[config.mk]
export PLATFORM = sky130hd
export DESIGN_NAME = rsa_modexp_core
export DESIGN_NICKNAME = d
export VERILOG_FILES = /design/src/rtl/rsa_modexp_core.sv
export SDC_FILE = /design/constraint.sdc
export NUM_CORES = 1
export LEC_CHECK = 0
export ABC_CLOCK_PERIOD_IN_PS = 6900
export CAP_MARGIN = 5
export CORE_MARGIN = 8
export CORE_UTILIZATION = 61
export CTS_BUF_LIST = sky130_fd_sc_hd__clkbuf_8
export DETAILED_ROUTE_END_ITERATION = 7
export PLACE_DENSITY = 0.83
export RECOVER_POWER = 100
export SYNTH_ARGS = -nofsm -noshare
export SYNTH_HDL_FRONTEND = slang
export SYNTH_SLANG_ARGS = --single-unit
[constraint.sdc]
create_clock -name clk -period 6.9 [get_ports clk]
set_clock_uncertainty 0.2 [all_clocks]
set_input_delay 1.38 -clock clk [delete_from_list [all_inputs] [get_ports clk]]
set_output_delay 1.38 -clock clk [all_outputs]
set_load 0.1 [all_outputs]
[src/rtl/rsa_modexp_core.sv]
// Modular exponentiation Mo = Mi^k mod N: left-to-right square-and-multiply
// over a bit-serial interleaved modular multiplier (WIDTH cycles per modmul).
module rsa_modexp_core #(
  parameter int unsigned WIDTH = 16,
  parameter int unsigned EXP_W = 8
) (
  input  logic             clk,
  input  logic             rst,
  input  logic             i_valid,
  output logic             ack,
  input  logic [WIDTH-1:0] Mi,
  input  logic [EXP_W-1:0] k,
  input  logic [WIDTH-1:0] N,
  output logic             o_valid,
  input  logic             o_ready,
  output logic [WIDTH-1:0] Mo,
  output logic             o_err
);

  localparam int unsigned CntW = (WIDTH > 1) ? $clog2(WIDTH) : 1;
  localparam int unsigned IdxW = (EXP_W > 1) ? $clog2(EXP_W) : 1;

  typedef enum logic [2:0] {StIdle, StCheck, StSqr, StMul, StDone} state_e;

  state_e            state_q;
  logic [WIDTH-1:0]  base_q;
  logic [EXP_W-1:0]  e_q;
  logic [WIDTH-1:0]  mod_q;
  logic [WIDTH-1:0]  acc_q;
  logic [WIDTH-1:0]  r_q;
  logic [CntW-1:0]   bit_cnt_q;
  logic [IdxW-1:0]   idx_q;
  logic              o_valid_q;
  logic [WIDTH-1:0]  mo_q;
  logic              o_err_q;

  // One interleaved modmul step; intermediates carry one extra bit so N up
  // to 2^WIDTH-1 never overflows.
  logic [WIDTH-1:0] mul_a;
  logic             mul_b_bit;
  logic [WIDTH:0]   mod_ext;
  logic [WIDTH:0]   r2;
  logic [WIDTH:0]   r2m;
  logic [WIDTH:0]   r3;
  logic [WIDTH-1:0] r_next;

  always_comb begin
    mul_a     = (state_q == StMul) ? base_q : acc_q;
    mul_b_bit = acc_q[bit_cnt_q];
    mod_ext   = {1'b0, mod_q};
    r2        = {r_q, 1'b0};
    r2m       = (r2 >= mod_ext) ? (r2 - mod_ext) : r2;
    r3        = mul_b_bit ? (r2m + {1'b0, mul_a}) : r2m;
    r_next    = (r3 >= mod_ext) ? WIDTH'(r3 - mod_ext) : r3[WIDTH-1:0];
  end

  always_ff @(posedge clk) begin
    if (rst) begin
      state_q   <= StIdle;
      base_q    <= '0;
      e_q       <= '0;
      mod_q     <= '0;
      acc_q     <= '0;
      r_q       <= '0;
      bit_cnt_q <= '0;
      idx_q     <= '0;
      o_valid_q <= 1'b0;
      mo_q      <= '0;
      o_err_q   <= 1'b0;
    end else begin
      unique case (state_q)
        StIdle: begin
          if (i_valid) begin
            base_q  <= Mi;
            e_q     <= k;
            mod_q   <= N;
            state_q <= StCheck;
          end
        end
        StCheck: begin
          if (mod_q < WIDTH'(2) || base_q >= mod_q) begin
            mo_q      <= '0;
            o_err_q   <= 1'b1;
            o_valid_q <= 1'b1;
            state_q   <= StDone;
          end else begin
            acc_q     <= WIDTH'(1);
            r_q       <= '0;
            bit_cnt_q <= CntW'(WIDTH - 1);
            idx_q     <= IdxW'(EXP_W - 1);
            state_q   <= StSqr;
          end
        end
        StSqr, StMul: begin
          if (bit_cnt_q != '0) begin
            r_q       <= r_next;
            bit_cnt_q <= bit_cnt_q - 1'b1;
          end else begin
            acc_q     <= r_next;
            r_q       <= '0;
            bit_cnt_q <= CntW'(WIDTH - 1);
            if (state_q == StSqr && e_q[idx_q]) begin
              state_q <= StMul;
            end else if (idx_q == '0) begin
              mo_q      <= r_next;
              o_err_q   <= 1'b0;
              o_valid_q <= 1'b1;
              state_q   <= StDone;
            end else begin
              idx_q   <= idx_q - 1'b1;
              state_q <= StSqr;
            end
          end
        end
        StDone: begin
          if (o_ready) begin
            o_valid_q <= 1'b0;
            state_q   <= StIdle;
          end
        end
        default: state_q <= StIdle;
      endcase
    end
  end

  // ack is gated by rst so it stays low during the reset cycle itself.
  assign ack     = (state_q == StIdle) && !rst;
  assign o_valid = o_valid_q;
  assign Mo      = mo_q;
  assign o_err   = o_err_q;

endmodule
==> out/qor.csv <==
metric;value;unit
via_per_inst;6.34;
rows;40;
vias;6945;
yosysUniqueCellTypes;70;
yosys_register_bits;100;
ios;63;
die_y;126;um
grt_pass1_vias;6301;
place_congestion;0.999;
cts_hold_buf;0;
tightest_slew;1340;ps
ys.flop_type;dfxtp_1;
worst_setup_path_end_kind;register;
drt-initial-drc-count;710;
cts.sinks;100;
place_inst;1071;
grt_max_degree;63;
crit_type;reg -> reg;
required;6970;ps
multi_input_area;5090;um2
grt_pass1_wl;32.6;mm
syn_nets;996;
cts_tree;done;
ant_nets;0;
ys_top_cells_by_count;nand2_1, dfxtp_1, a21oi_1;
numCtsBuffers;9;
async_reset_ff_share;0;%
worstHoldPathType;reg -> reg;
yosysMostFrequentCell;nand2_1;
drcViolationCount;0;
synth_area_leader_cell;dfxtp_1;
io_buffers;62;
ctsRootBufferMaster;clkbuf_8;
critical_path.cell_chain;inv_1, ha_1, nand4_1, buf_4, o211a_1, o21ai_2, and2_4, mux2_2, fa_1, a21o_1, a41o_1, a22o_1, or3_1, xor2_1, mux2_2, ha_1, nand4_1, nor4_1, nor2_1, o211a_1, o2bb2ai_4, buf_4, mux2i_2, o2bb2ai_1;
area_growth;15.0;%
fmax;149;MHz
hold_violations;0;
synth_area_leaders;dfxtp_1, ha_1, nand2_1;
finalCritPeriodShare;97.4;%
seq_area;2000;um2
clk_path_buf_depth;2;
drv_cap;0;
grt_usage;25.6;%
die_x;126;um
arrival;6790;ps
num-fill-cells;946;
coreArea;11900;um2
synth_warnings;0;
drive_above_1_share;12.6;%
final_core_util;71.1;%
synth_area;7330;um2
die-area;15800;um2
synth_area_per_cell;8.31;um2
ys_seq_area_share;27.3;%
path_delay_family;compound AO/OA/AOI/OAI gates;
wl_per_cell;19.3;um
htreeDepth;3;
slew_headroom;10.1;%
nets;1058;
synth_top_area_share;27.3;%
crit_buf_inv;3;
slowest_delay;430;ps
start_kind;register;
drt_pass1_iterations;5;
cts.clk_slew.worst_paths;110;ps
initial_core_util;61.8;%
status;finished, final reports clean;
period_needed;6720;ps
dp_hpwl;16.4;mm
crit_fanout;9;
n_antenna_cell;0;
synth-edff-count;0;
setup_viol;0;
clk_latency;380;ps
layout.cells.non_filler;1096;
synthesis.instances;882;
overflow;0;
finalMaxSlewViolations;0;
wirelength;21.1;mm
slowest_stage;fa_1;
antenna_found_initial;0;
==> path summary, 6_finish.rpt <==
check	depth (start not counted)	from	slack, ps	end
worst max-delay path	24	mod_q[11]	180	Mo[11]
worst min-delay path	2	e_q[1]	260	e_q[1]
worst max register to register	24	mod_q[11]	180	Mo[11]
worst min register to register	2	e_q[1]	260	e_q[1]
==> stage by stage <==
stage | setup slack, ps | setup TNS, ps | hold slack, ps | instance area (um2)
6_report | 180 | 0 | 261 | 8430
5_1_grt | -48.4 | -176 | 286 | 8430
4_1_cts | 105 | 0 | 263 | 8310
3_5_place_dp | -59.4 | -168 | 248 | 8100
3_3_place_gp | 161 | 0 | 241 | 8100
2_1_floorplan | 731 | 0 | 233 | 7330
==> tightest hold or removal path, cell delays in order, from the launching register on <==
cell and delay (ps):
dfxtp_1 320, nand2_1 50, a21oi_1 50
==> logic make-up (layout without fill, tap and decap cells) <==
| group | after synthesis | in the layout | share of synthesized area, % |
|---|---|---|---|
| buffers and inverters | 74 | 141 | 4.27 |
| xor gates and xnor gates | 34 | 34 | 4.06 |
| muxes | 63 | 63 | 10.6 |
| AOI/OAI and AO/OA | 256 | 256 | 23.5 |
| and+or+nand+nor | 285 | 285 | 18.1 |
| DFF | 100 | 100 | 27.3 |
| adders and majority gates | 70 | 70 | 12.3 |
==> flip-flops by register name, indices dropped and copies added, names as in the netlist <==
| register | flops |
|---|---|
| state_q | 3 |
| e_q | 8 |
| Mo | 16 |
| base_q | 16 |
| r_q | 16 |
| o_err | 1 |
| mod_q | 16 |
| o_valid | 1 |
| bit_cnt_q | 4 |
| idx_q | 3 |
| acc_q | 16 |
==> layout make-up <==
class / instances / area share (%)
multi-input combinational: 708 / 60.4
sequential: 100 / 23.8
timing repair buffer: 89 / 9.70
tap: 147 / 2.18
inverter: 36 / 1.60
clock buffer: 9 / 1.47
clock inverter: 7 / 0.935
==> cell usage in the layout (no fill, tap or decap), types with 5 or more instances in the layout <==
master	n
o31ai_1	5
or3_1	10
inv_1	36
mux2i_2	7
mux2_2	29
clkbuf_8	9
a311oi_1	5
mux2i_1	13
clkdlybuf4s50_1	41
nand2_1	136
a21o_1	12
o21ai_0	34
nand3_1	12
ha_1	66
a22o_1	27
mux4_2	6
nor2_1	50
nor4_1	7
nor2b_1	10
a21oi_1	91
o21a_1	7
mux2_4	6
nand4_1	10
a211oi_1	8
nand2b_1	8
o21ai_1	8
buf_4	25
a31oi_1	7
nor3_1	15
o2bb2ai_1	7
xnor2_1	23
dlygate4sd3_1	20
xor2_1	11
dfxtp_1	99
==> per-layer routing <==
layer / GRT usage [%] / part of all wire, % / wire, um / up-vias
met5: 0 / 0 / 0 / -
met4: 11.9 / 4.0 / 844 / 0
met3: 4.43 / 6.5 / 1380 / 57
met2: 41.9 / 47 / 9930 / 295
met1: 32.2 / 42 / 8950 / 3242
li1: - / - / - / 3351
==> what timing repair did <==
item	CTS	global route
hold endpoints to repair	0	0
pin swaps	1	4
endpoints found under the setup margin	10	48
setup buffers	2	6
resized for setup	1	21
Power is left out: the tool's default activity adds up to more than one toggle a clock period on the data nets, which glitch-free logic cannot reach.
